## src/rtl/merge_bank_scheduler.sv

```systemverilog
// Sequencer for the sprite/background merge path: captures sprite anchors, primes bank A,
// then ping-pongs 16-pixel banks A/B against the VGA reader, flagging underruns.
module merge_bank_scheduler #(
  parameter int NUM_SPRITES  = 32,
  parameter int PIX_PER_BANK = 16,
  parameter int FRAME_PIXELS = 307200
) (
  input  logic       clk,
  input  logic       reset,
  input  logic       start,
  input  logic       anc_valid,
  output logic       anc_ready,
  output logic [4:0] anc_idx,
  output logic       anc_we,
  input  logic       pix_valid,
  output logic       pix_ready,
  output logic       wr_en,
  output logic       wr_bank,
  output logic [3:0] wr_idx,
  output logic       rd_bank,
  input  logic       vga_bank_done,
  output logic       vga_start,
  output logic       full_a,
  output logic       full_b,
  output logic       underrun,
  output logic       frame_done,
  output logic       busy
);

  localparam int ANC_W       = 5;
  localparam int PIX_W       = 4;
  localparam int BANK_W      = 15;
  localparam int FRAME_BANKS = FRAME_PIXELS / PIX_PER_BANK;

  localparam logic [ANC_W-1:0]  ANC_LAST   = ANC_W'(NUM_SPRITES - 1);
  localparam logic [PIX_W-1:0]  PIX_LAST   = PIX_W'(PIX_PER_BANK - 1);
  localparam logic [BANK_W-1:0] BANKS_ALL  = BANK_W'(FRAME_BANKS);
  localparam logic [BANK_W-1:0] BANKS_LAST = BANK_W'(FRAME_BANKS - 1);

  typedef enum logic [1:0] {
    S_IDLE,
    S_LOAD,
    S_PRIME,
    S_STREAM
  } state_t;

  state_t             state_q, state_d;
  logic [ANC_W-1:0]   anc_idx_q, anc_idx_d;
  logic [PIX_W-1:0]   wr_idx_q, wr_idx_d;
  logic               rd_bank_q, rd_bank_d;
  logic               full_a_q, full_a_d;
  logic               full_b_q, full_b_d;
  logic               underrun_q, underrun_d;
  logic               vga_start_q, vga_start_d;
  logic               frame_done_q, frame_done_d;
  logic               busy_q, busy_d;
  logic [BANK_W-1:0]  banks_wr_q, banks_wr_d;
  logic [BANK_W-1:0]  banks_rd_q, banks_rd_d;

  logic wr_full;
  logic wr_last;
  logic writing_state;

  // Write bank is always the one VGA is not reading: rd_bank=1 means A is being written.
  assign wr_bank       = ~rd_bank_q;
  assign wr_full       = rd_bank_q ? full_a_q : full_b_q;
  assign writing_state = (state_q == S_PRIME) || (state_q == S_STREAM);

  assign anc_ready = (state_q == S_LOAD);
  assign anc_we    = anc_valid & anc_ready;
  assign pix_ready = writing_state && !wr_full && (banks_wr_q < BANKS_ALL);
  assign wr_en     = pix_valid & pix_ready;
  assign wr_last   = wr_en && (wr_idx_q == PIX_LAST);

  always_comb begin
    state_d      = state_q;
    anc_idx_d    = anc_idx_q;
    wr_idx_d     = wr_idx_q;
    rd_bank_d    = rd_bank_q;
    full_a_d     = full_a_q;
    full_b_d     = full_b_q;
    underrun_d   = underrun_q;
    banks_wr_d   = banks_wr_q;
    banks_rd_d   = banks_rd_q;
    vga_start_d  = 1'b0;
    frame_done_d = 1'b0;

    if (writing_state && wr_en) begin
      if (wr_last) begin
        wr_idx_d = '0;
        if (rd_bank_q) full_a_d = 1'b1;
        else           full_b_d = 1'b1;
        if (banks_wr_q < BANKS_ALL) banks_wr_d = banks_wr_q + 1'b1;
      end else begin
        wr_idx_d = wr_idx_q + 1'b1;
      end
    end

    case (state_q)
      S_IDLE: begin
        if (start) begin
          state_d    = S_LOAD;
          anc_idx_d  = '0;
          wr_idx_d   = '0;
          rd_bank_d  = 1'b1;
          full_a_d   = 1'b0;
          full_b_d   = 1'b0;
          underrun_d = 1'b0;
          banks_wr_d = '0;
          banks_rd_d = '0;
        end
      end
      S_LOAD: begin
        if (anc_we) begin
          if (anc_idx_q == ANC_LAST) begin
            anc_idx_d = '0;
            state_d   = S_PRIME;
          end else begin
            anc_idx_d = anc_idx_q + 1'b1;
          end
        end
      end
      S_PRIME: begin
        // pix_ready is already low once A is full, so no write races this handoff.
        if (full_a_q) begin
          rd_bank_d   = 1'b0;
          full_b_d    = 1'b0;
          wr_idx_d    = '0;
          vga_start_d = 1'b1;
          state_d     = S_STREAM;
        end
      end
      S_STREAM: begin
        if (vga_bank_done) begin
          if (banks_rd_q == BANKS_LAST) begin
            frame_done_d = 1'b1;
            state_d      = S_IDLE;
          end else if (wr_full || wr_last) begin
            rd_bank_d  = ~rd_bank_q;
            if (rd_bank_q) full_b_d = 1'b0;
            else           full_a_d = 1'b0;
            banks_rd_d = banks_rd_q + 1'b1;
          end else begin
            underrun_d = 1'b1;
          end
        end
      end
      default: state_d = S_IDLE;
    endcase

    busy_d = (state_d != S_IDLE);
  end

  always_ff @(posedge clk or negedge reset) begin
    if (!reset) begin
      state_q      <= S_IDLE;
      anc_idx_q    <= '0;
      wr_idx_q     <= '0;
      rd_bank_q    <= 1'b1;
      full_a_q     <= 1'b0;
      full_b_q     <= 1'b0;
      underrun_q   <= 1'b0;
      vga_start_q  <= 1'b0;
      frame_done_q <= 1'b0;
      busy_q       <= 1'b0;
      banks_wr_q   <= '0;
      banks_rd_q   <= '0;
    end else begin
      state_q      <= state_d;
      anc_idx_q    <= anc_idx_d;
      wr_idx_q     <= wr_idx_d;
      rd_bank_q    <= rd_bank_d;
      full_a_q     <= full_a_d;
      full_b_q     <= full_b_d;
      underrun_q   <= underrun_d;
      vga_start_q  <= vga_start_d;
      frame_done_q <= frame_done_d;
      busy_q       <= busy_d;
      banks_wr_q   <= banks_wr_d;
      banks_rd_q   <= banks_rd_d;
    end
  end

  assign anc_idx    = anc_idx_q;
  assign wr_idx     = wr_idx_q;
  assign rd_bank    = rd_bank_q;
  assign full_a     = full_a_q;
  assign full_b     = full_b_q;
  assign underrun   = underrun_q;
  assign vga_start  = vga_start_q;
  assign frame_done = frame_done_q;
  assign busy       = busy_q;

endmodule

```

## config.mk

```make
export PLATFORM = sky130hd
export DESIGN_NAME = merge_bank_scheduler
export DESIGN_NICKNAME = d
export VERILOG_FILES = /design/src/rtl/merge_bank_scheduler.sv
export SDC_FILE = /design/constraint.sdc
export NUM_CORES = 1
export LEC_CHECK = 0
export BUFFER_PORTS_ARGS = -buffer_cell sky130_fd_sc_hd__buf_4
export CORE_ASPECT_RATIO = 0.8
export CORE_UTILIZATION = 53
export DETAILED_ROUTE_END_ITERATION = 8
export PLACE_DENSITY = 0.76
export SLEW_MARGIN = 20
export SYNTH_ARGS = -nofsm -noshare
export SYNTH_HDL_FRONTEND = slang
export SYNTH_SLANG_ARGS = --single-unit
```

## constraint.sdc

```tcl
create_clock -name clk -period 2.2 [get_ports clk]
set_clock_uncertainty 0.05 [all_clocks]
set_input_delay 0.22 -clock clk [delete_from_list [all_inputs] [get_ports clk]]
set_output_delay 0.22 -clock clk [all_outputs]
set_load 0.05 [all_outputs]
```

Word level (Yosys, flattened, before mapping) --
Cells that the tools add are included.
Word-level totals: memories 0, latch bits 0, input port bits 6, register bits after elaboration 48, ROM bits 0, logic and storage cells 111, bits in writable memories 0
Cells by class: add/sub/neg operators 4, bitwise logic cells 3, shift operators 0, order comparisons 1, multiplexer cells 62, equal/unequal tests 13, multiply operators 0, reductions and logical operators 16, divide/modulo/power cells 0
Operators with widths (number):
- 15-bit 2-to-1 mux | 9
- 1-bit 2-to-1 mux | 32
- 15-bit by 1-bit adder with 15-bit output, second input constant | 2
- 15-bit one-hot mux with 2 select lines | 1
- 4-bit 2-to-1 mux | 4
- 15-bit == test, second input constant | 1
- 15-bit less-than comparator, second input constant | 1
- 5-bit 2-to-1 mux | 3
- 2-bit 2-to-1 mux | 6
- 2-bit != test, second input constant | 5
- 5-bit one-hot mux with 2 select lines | 1
- 5-bit AND reduction | 2
- 2-bit one-hot mux with 4 select lines | 1
- 4-bit one-hot mux with 2 select lines | 1
- 1-bit one-hot mux with 3 select lines | 2
- 6-bit AND reduction | 1
- 2-bit nonzero test | 3
- 5-bit by 1-bit adder with 5-bit output, second input constant | 1
- 5-bit == test, second input constant | 1
- 4-bit by 1-bit adder with 4-bit output, second input constant | 1
- 2-bit == test, second input constant | 2
- 4-bit == test, second input constant | 1
- 1-bit logical AND | 4
- 2-bit by 1-bit != test with 1-bit output, second input constant | 2
- 9 further kinds | 12

Longest topological paths before layout --
Gate-level depths: netlist of the first run.
depth in word-level cells 13, depth in mapped cells 9

Least setup slack after synthesis of the first run --
Ideal clock, no wire load.
path kind flip-flop to flip-flop, start point reg rd_bank_q, in the netlist rd_bank, end point reg wr_idx_q[3], in the netlist wr_idx[3], cell stages (with the launch flop) 8, setup time 0.086 ns, arrival 2.364 ns, required time 2.064 ns, slack -0.300 ns, clock period less this slack 2.500 ns, path through dfstp_2 clkbuf_1 mux2i_1 and3_1 clkbuf_1 nand4_1 xor2_1 nor3_1
Between the ends: cells in the longest elaborated chain, start to end 10, elaborated cells on any way between the ends 12
RTL lines:
- start: declaration | line 50 | logic rd_bank_q, rd_bank_d;
- start signal: assignment | line 172 | rd_bank_q <= rd_bank_d;
- 1-bit 2-to-1 mux * | line 66 | assign wr_full = rd_bank_q ? full_a_q : full_b_q;
- 1-bit logical NOT * | line 71 | assign pix_ready = writing_state && !wr_full && (banks_wr_q < BANKS_ALL);
- 1-bit logical AND * (2 in series) | line 71
- 1-bit bitwise AND * | line 72 | assign wr_en = pix_valid & pix_ready;
- named net wr_en | line 17 | output logic wr_en,
- 1-bit logical AND | line 73 | assign wr_last = wr_en && (wr_idx_q == PIX_LAST);
- 4-bit 2-to-1 mux | line 89 | if (wr_last) begin
- 4-bit 2-to-1 mux * | line 88 | if (writing_state && wr_en) begin
- 4-bit 2-to-1 mux (on tied branches) | line 125, 101
- 4-bit one-hot mux with 2 select lines * | line 99 | case (state_q)
- named net wr_idx_d[3] | line 49 | logic [PIX_W-1:0] wr_idx_q, wr_idx_d;
- end signal: assignment | line 171 | wr_idx_q <= wr_idx_d;
- end: declaration | line 49
Mark *: on every way through the listed nets, which the timed path passes. The rest lies on a longest branch. A chain may end at the register's enable or synchronous reset.

Worst setup path after layout of the first run --
start point reg banks_wr_q[8], end point out wr_en
Between the ends: cells in the longest elaborated chain, start to end 3
RTL lines:
- start: declaration | line 57 | logic [BANK_W-1:0] banks_wr_q, banks_wr_d;
- start signal: assignment | line 179 | banks_wr_q <= banks_wr_d;
- 15-bit less-than comparator | line 71
- 1-bit logical AND | line 71
- 1-bit bitwise AND | line 72
- end: declaration | line 17
Every way passes these cells.

==> impl_metrics.tcl, run 1 <==
set metrics [dict create \
    diodes 0 \
    cp-end-kind "output pin" \
    grt-ovfl-total 0 \
    die_area_sq_mm 0.00534 \
    worstMarginPinSlew_ns 0.607 \
    multiInputGateArea_sq_mm 0.00140 \
    yosysTopAreaCell "dfrtp_1" \
    fin_ws_ns 0.0764 \
    viasPerCell 5.67 \
    synth.area.top_cells "dfrtp_1 44%, nor2_1 6.4%, xnor2_1 5.2%" \
    ff2ff_path_depth 7 \
    synth_common_cells "47 x dfrtp_1, 46 x nor2_1, 16 x xnor2_1" \
    pin_count 27 \
    rsz0062_at_grt "yes" \
    synth_compound_area_share_pct 15.6 \
    clock-sinks 48 \
    p_leak_nw 1.52 \
    insertion_delay_ns 0.30 \
    tns_ns 0 \
    synth-simple-area-share_pct 21.1 \
    synthFlopType "dfrtp_1" \
    criticalPathCategory "reg2out" \
    drt_iter0_markers 105 \
    syn_nets 291 \
    min_from "start" \
    outcome "finished, final reports clean" \
    fp-row-count 22 \
    portBuffers 26 \
    vdd_drop_max_uv 1150 \
    crit_path_max_fanout 5 \
    hold_class "in2reg" \
    die_h_microns 65.6 \
    p_sw_mw 1.15 \
    dp_hpwl_microns 4140 \
    grt_antenna_before_repair 0 \
    powerDensity_mw_per_mm2 900 \
    cts_tree "done" \
    grt_max_degree 49 \
    nFillCells 359 \
    cts_max_level 2 \
    synth_top_family_by_area "simple AND/OR/NAND/NOR gates" \
    grt_pass1_vias 1958 \
    utilization_pct 69.2 \
    p_seq_share_pct 39.6 \
    chipWidth_microns 81.5 \
    setup_viol 0 \
    hold_violations 0 \
    max-slew-margin-rel_pct 59.5 \
    clkTransAtPathRegs_ns 0.09 \
    pre_cts_slack_ns -0.00389 \
    synth_seq_area_share_pct 44.9 \
    regArea_sq_mm 0.00121 \
    worstSetupStartpointType "register" \
    max_freq_mhz 471 \
    worst_hold_slack_ns 0.273 \
    finalCritPeriodShare_pct 96.5 \
    drc 0 \
    grt_pass1_wl_microns 9410 \
    combPwrFrac_pct 38.4 \
    swShare_pct 39.2 \
    synth_edf_count 0 \
    netlist.area_leader.share_pct 43.9 \
    period_needed_ns 2.12 \
    drt-pass1-iter-count 4 \
    cts_buffers 5 \
    wl_microns 5800 \
    r2r-start "banks_rd_q[10]" \
    reg2reg_slack_ns 0.08 \
    synth_cell_types 55 \
    slew_violations 0 \
    drive_gt1_share_pct 26.1 \
    internal_power_mw 1.78 \
    clockBufferDepth 2 \
    cts_root_buf "clkbuf_8" \
    max_cap_violations 0 \
    hold_end "state_q[1]" \
    synth-adder-area-share_pct 4.21 \
    wl_per_cell_microns 14.9 \
    track_usage_pct 23.4 \
    async_flop_share_pct 100 \
    initial_utilization_pct 56.9 \
    syn_to_final_growth_pct 21.7 \
    yosys_warnings 0 \
    place.gp.congestion 0.857 \
    synth.avg_cell_area_sq_um 9.70 \
    netlist_instances 276 \
    finalPower_mw 2.93 \
    arrival_ns 1.85 \
    r2r-end "banks_rd_q[1]" \
    coreArea_sq_mm 0.00471 \
    synth_xor_area_share_pct 8.83 \
    netlist_area_sq_mm 0.00268 \
    synth-seq-cells 48 \
    hold_depth 3 \
    ant_nets 0 \
    fin_nets 343 \
    yosysMostFrequentCell "dfrtp_1" \
    crit_required_ns 1.93 \
    synth_mux_area_share_pct 1.54 \
    vias 2207 \
    p_clk_share_pct 22.1 \
]
[through the flow]
stage / cells / area [sq um]
2_1_floorplan: 276 / 2700
3_3_place_gp: 378 / 3080
3_5_place_dp: 378 / 3080
4_1_cts: 389 / 3230
5_1_grt: 389 / 3260
6_report: 389 / 3260
[registers in the layout, summed over array words and instances (netlist names)]
| name | cells |
|---|---|
| banks_rd_q | 15 |
| banks_wr_q | 15 |
| anc_idx | 5 |
| wr_idx | 4 |
| state_q | 2 |
| busy | 1 |
| frame_done | 1 |
| full_a | 1 |
| full_b | 1 |
| rd_bank | 1 |
| underrun | 1 |
| vga_start | 1 |
[metal layers]
layer	global-route usage (%)	vias up	wire, microns
li1	-	1077	-
met1	35.3	1076	2890
met2	33.9	48	2630
met3	5.14	6	241
met4	5.13	0	46
met5	0	-	0
[power by group through the flow]
stage | Sequential, mW | Clock, mW | Combinational (mW)
final | 1.16 | 0.647 | 1.13
after global routing | 1.18 | 0.691 | 1.21
after CTS | 1.16 | 0.649 | 1.13
after detailed placement | 1.17 | 0 | 1.09
after global placement | 1.17 | 0 | 1.06
after floorplan | 1.37 | 0 | 0.585
[logic make-up (layout without fill, tap and decap cells)]
group                      count (synthesis)  in the layout
xor gates and xnor gates                  27             27
AOI/OAI and AO/OA                         55             55
adders and majority gates                  9              9
muxes                                      4              4
and+or+nand+nor                          114            114
buffers and inverters                     19             72
DFF                                       48             48
[layout by cell type, fill, tap and decap left out, types with 2 or more instances in the layout]
master	instances
a211oi_2	4
a21o_1	2
a21oi_1	13
a31oi_1	3
and2_1	5
and3_1	6
and4_1	4
buf_4	53
buf_6	2
clkbuf_8	5
dfrtp_1	43
dfrtp_2	4
ha_1	8
inv_1	8
mux2i_1	3
nand2_1	15
nand2b_1	2
nand3_1	14
nand4_1	10
nor2_1	45
nor3_1	2
o21ai_0	11
o31ai_1	2
xnor2_1	16
xor2_1	11
[area by class of cell]
class,instances,share of cell area [%]
Clock inverter,3,1.31
Tap cell,60,2.30
Inverter,8,0.922
Multi-Input combinational cell,209,43.1
Sequential cell,48,37.1
Timing Repair Buffer,56,13.2
Clock buffer,5,2.11
[worst max-delay path, stage by stage, from the launching register on]
cell and delay (ns):
dfrtp_1 0.40, a2111o_1 0.46, a21oi_2 0.21, and3_2 0.28
buf_4 0.22
[how the worst max path moves through the flow]
stage | endpoint | cells past startpoint | startpoint
final | wr_en | 4 | banks_wr_q[8]
after global routing | busy | 6 | banks_rd_q[10]
after CTS | busy | 6 | banks_rd_q[10]
after detailed placement | banks_rd_q[1] | 7 | banks_rd_q[10]
after global placement | busy | 6 | banks_rd_q[10]
after floorplan | banks_wr_q[12] | 8 | rd_bank
[what timing repair did]
action	4_1_cts	5_1_grt
resized for setup	3	8
buffers inserted	2	0
hold buffers	1	0
hold endpoints to repair	47	0
pin swaps	0	8
setup endpoints to repair	3	15
No activity file was read; power rests on OpenSTA's default activity.
==> run 2, diff against run 1 <==
--- a/config.mk
+++ b/config.mk
@@ -7,9 +7,9 @@
 export LEC_CHECK = 0
 export BUFFER_PORTS_ARGS = -buffer_cell sky130_fd_sc_hd__buf_4
 export CORE_ASPECT_RATIO = 0.8
-export CORE_UTILIZATION = 53
+export CORE_UTILIZATION = 45
 export DETAILED_ROUTE_END_ITERATION = 8
-export PLACE_DENSITY = 0.76
+export PLACE_DENSITY = 0.66
 export SLEW_MARGIN = 20
 export SYNTH_ARGS = -nofsm -noshare
 export SYNTH_HDL_FRONTEND = slang
==> impl_metrics.tcl, run 2 (same netlist as run 1, synthesis figures left out) <==
set metrics [dict create \
    slowest_stage "a2111o_1" \
    fin_ws_ns 0.0283 \
    hold_violations 0 \
    grt_max_degree 49 \
    portBuffers 26 \
    coreArea_sq_mm 0.00559 \
    viasPerCell 5.34 \
    crit_required_ns 2.34 \
    drc 0 \
    max_freq_mhz 460 \
    period_needed_ns 2.17 \
    cp-end-kind "register" \
    setup_viol 0 \
    hold_depth 3 \
    worstSetupStartpointType "register" \
    vias 2152 \
    place.gp.congestion 0.816 \
    die_area_sq_mm 0.00626 \
    insertion_delay_ns 0.29 \
    cts_root_buf "clkbuf_8" \
    diodes 0 \
    cts_buffers 5 \
    finalCritPeriodShare_pct 98.7 \
    drive_gt1_share_pct 24.6 \
    powerDensity_mw_per_mm2 855 \
    crit_path_max_fanout 5 \
    max-slew-margin-rel_pct 58.9 \
    reg2reg_slack_ns 0.03 \
    drt-pass1-iter-count 4 \
    ff2ff_path_depth 7 \
    hold_class "in2reg" \
    track_usage_pct 20.3 \
    layout_commonest_cell "buf_4" \
    cts_max_level 2 \
    cts_tree "done" \
    criticalPathCategory "reg2reg" \
    rsz0062_at_grt "yes" \
    clkTransAtPathRegs_ns 0.08 \
    fin_nets 340 \
    die_h_microns 71.0 \
    chipWidth_microns 88.2 \
    ant_nets 0 \
    grt_pass1_vias 2146 \
    grt_pass1_wl_microns 9990 \
    pre_cts_slack_ns -0.0444 \
    outcome "finished, final reports clean" \
    arrival_ns 2.31 \
    grt-ovfl-total 0 \
    clockBufferDepth 2 \
    p_leak_nw 1.51 \
    drt_iter0_markers 87 \
    slew_violations 0 \
    fp-row-count 24 \
    dp_hpwl_microns 4310 \
    worstMarginPinSlew_ns 0.617 \
    wl_microns 5920 \
    cts_setup_buffers 0 \
    worst_hold_slack_ns 0.291 \
    initial_utilization_pct 47.9 \
    final_cell_mix "50 x buf_4, 45 x nor2_1, 43 x dfrtp_1" \
    syn_to_final_growth_pct 21.8 \
    slowest_delay_ns 0.46 \
    vdd_drop_max_uv 468 \
    cp_cell_sequence "a2111o_1 -> a211oi_2 -> buf_4 -> o21ai_4 -> a211oi_4 -> a31oi_1 -> a41o_1" \
    clock-sinks 48 \
    pin_count 27 \
    wl_per_cell_microns 14.7 \
    nFillCells 533 \
    grt_antenna_before_repair 0 \
    max_cap_violations 0 \
]
==> run 2: cell types whose count changed in the layout (fill, tap and decap cells not counted), sizes merged <==
cell | previous run | this run
clkinvlp | 1 | 0
clkbuf | 5 | 7
buf | 55 | 51
bufinv | 1 | 0
==> run 2: layout make-up <==
type / instances / area, sq um / share of cell area (%)
tap: 78 / 97.6 / 2.99
inverter: 8 / 30.0 / 0.921
clock buffer: 6 / 72.6 / 2.22
sequential: 48 / 1210 / 37.0
multi-input combinational: 209 / 1420 / 43.5
timing repair buffer: 53 / 430 / 13.2
clock inverter: 1 / 5.00 / 0.153
==> run 2: worst paths after layout <==
path,from,to
hold / removal,start,state_q[1]
max in group asynchronous,reset,wr_idx[1]
min in group asynchronous,reset,banks_rd_q[4]
hold reg to reg,anc_idx[3],anc_idx[3]
setup reg to reg,banks_wr_q[9],banks_rd_q[8]
setup / recovery,banks_wr_q[9],banks_rd_q[8]
==> run 2: power breakdown <==
part | internal, mW | switching, mW | leakage, nW
sequential | 1.01 | 0.127 | 0.604
clock | 0.217 | 0.270 | 0.0410
combinational | 0.450 | 0.712 | 0.863
==> run 2: critical path, delay by kind of cell, from the launching register on <==
family	cells	cell delay, ns
AO/OA/AOI/OAI	6	1.46
flip-flops	1	0.40
buffers and inverters	1	0.15
==> run 2: metrics by stage <==
stage / power (mW) / area, sq um / cells / utilization, % / setup TNS (ns)
2_1_floorplan: 1.96 / 2700 / 276 / - / 0
3_3_place_gp: 2.26 / 3110 / 395 / 55.7 / 0
3_5_place_dp: 2.28 / 3110 / 395 / 55.7 / -0.0444
4_1_cts: 2.77 / 3210 / 403 / 57.5 / 0
5_1_grt: 2.94 / 3260 / 403 / 58.4 / -0.147
6_report: 2.79 / 3260 / 403 / 58.4 / 0
==> run 2: routing by layer <==
metal	up-vias	global-route usage (%)	routed length, microns
met4	0	3.41	25
met3	2	3.62	163
li1	1073	-	-
met1	1049	30.1	3110
met2	28	31.5	2620
met5	-	0	0
==> run 2: timing repair <==
item                                   CTS  global route
endpoints found under the hold margin   47             0
hold buffers                             1             0
setup endpoints to repair                2            10
cloned                                   0             1
resized for setup                        4             6
pin swaps                                1             9
==> run 3, diff against run 2 <==
--- a/config.mk
+++ b/config.mk
@@ -10,6 +10,7 @@
 export CORE_UTILIZATION = 45
 export DETAILED_ROUTE_END_ITERATION = 8
 export PLACE_DENSITY = 0.66
+export RECOVER_POWER = 100
 export SLEW_MARGIN = 20
 export SYNTH_ARGS = -nofsm -noshare
 export SYNTH_HDL_FRONTEND = slang
==> impl_metrics.tcl, run 3 (same netlist as run 1, synthesis figures left out) <==
set metrics [dict create \
    hold_class "in2reg" \
    worstSetupStartpointType "register" \
    period_needed_ns 2.17 \
    die_area_sq_mm 0.00626 \
    portBuffers 26 \
    viasPerCell 5.34 \
    cts_max_level 2 \
    max_cap_violations 0 \
    fin_ws_ns 0.0254 \
    grt_pass1_wl_microns 9990 \
    setup_viol 0 \
    final_cell_mix "45 x nor2_1, 43 x dfrtp_1, 30 x buf_4" \
    crit_path_max_fanout 5 \
    worst_hold_slack_ns 0.291 \
    place.gp.congestion 0.816 \
    wl_microns 5890 \
    grt_antenna_before_repair 0 \
    pre_cts_slack_ns -0.0444 \
    layout_commonest_cell "nor2_1" \
    drc 0 \
    worstMarginPinSlew_ns 1.20 \
    dp_hpwl_microns 4310 \
    insertion_delay_ns 0.29 \
    clockBufferDepth 2 \
    vdd_drop_max_uv 477 \
    cts_tree "done" \
    cp-end-kind "register" \
    grt_pass1_vias 2146 \
    cts_buffers 5 \
    fp-row-count 24 \
    syn_to_final_growth_pct 19.3 \
    cts_root_buf "clkbuf_8" \
    ant_nets 0 \
    cts_setup_buffers 0 \
    chipWidth_microns 88.2 \
    slew_violations 0 \
    outcome "finished, final reports clean" \
    drt_iter0_markers 85 \
    p_leak_nw 1.44 \
    tns_ns 0 \
    grt-ovfl-total 0 \
    grt_max_degree 49 \
    wl_per_cell_microns 14.6 \
    finalPower_mw 2.74 \
    arrival_ns 2.31 \
    max-slew-margin-rel_pct 20.1 \
    rsz0062_at_grt "yes" \
    drive_gt1_share_pct 19.4 \
    clock-sinks 48 \
    initial_utilization_pct 47.9 \
    hold_violations 0 \
    drt-pass1-iter-count 4 \
    fin_nets 340 \
    pin_count 27 \
    max_freq_mhz 460 \
    track_usage_pct 20.3 \
    coreArea_sq_mm 0.00559 \
    powerDensity_mw_per_mm2 858 \
    die_h_microns 71.0 \
    finalCritPeriodShare_pct 98.8 \
    crit_required_ns 2.33 \
    criticalPathCategory "reg2reg" \
    vias 2151 \
    clkTransAtPathRegs_ns 0.09 \
    diodes 0 \
]
-- run 3: final timing paths --
check	from	end	slack [ns]	depth (start not counted)
max in group asynchronous	reset	wr_idx[1]	0.63	2
min in group asynchronous	reset	banks_rd_q[4]	0.66	2
max reg2reg	banks_wr_q[9]	banks_rd_q[8]	0.03	7
min reg2reg	anc_idx[3]	anc_idx[3]	0.46	1
max	banks_wr_q[9]	banks_rd_q[8]	0.03	7
min	start	state_q[1]	0.29	3
-- run 3: what timing repair did --
item / 4_1_cts / 5_1_grt
hold buffers: 1 / 0
gates resized for setup: 4 / 6
endpoints found under the hold margin: 47 / 0
pin swaps: 1 / 9
endpoints found under the setup margin: 2 / 10
gates cloned: 0 / 1
-- run 3: area by class of cell --
type / instances / area [sq um]
flip-flops and latches: 48 / 1210
repair buffers: 53 / 362
inverters: 8 / 30.0
clock inverters: 1 / 5.00
multi-input cells: 209 / 1420
fillers: 549 / 2390
well taps: 78 / 97.6
clock buffers: 6 / 72.6
-- run 3: worst max-delay path, cell delays in order, from the launching register on --
cell,delay [ns]
dfrtp_1,0.40
a2111o_1,0.46
a211oi_2,0.20
buf_4,0.15
o21ai_4,0.08
a211oi_4,0.36
a31oi_1,0.15
a41o_1,0.21
-- run 3: stage by stage --
step,utilization (%),instances,instance area [sq um]
after global routing,57.2,403,3190
after floorplan,-,276,2700
after detailed placement,55.7,395,3110
final,57.2,403,3190
after CTS,57.5,403,3210
after global placement,55.7,395,3110
-- run 3: layer usage --
layer | vias to the layer above | GRT usage, % | routed length, microns
met3 | 2 | 3.62 | 167
met5 | - | 0 | 0
met1 | 1048 | 30.1 | 3090
li1 | 1073 | - | -
met4 | 0 | 3.41 | 25
met2 | 28 | 31.5 | 2610
-- run 3: report_power, final --
part | internal [mW] | switching, mW | leakage (nW) | total (mW)
Combinational | 0.401 | 0.712 | 0.795 | 1.11
Sequential | 1.01 | 0.126 | 0.604 | 1.14
Clock | 0.217 | 0.269 | 0.0410 | 0.485
Total | 1.63 | 1.11 | 1.44 | 2.74
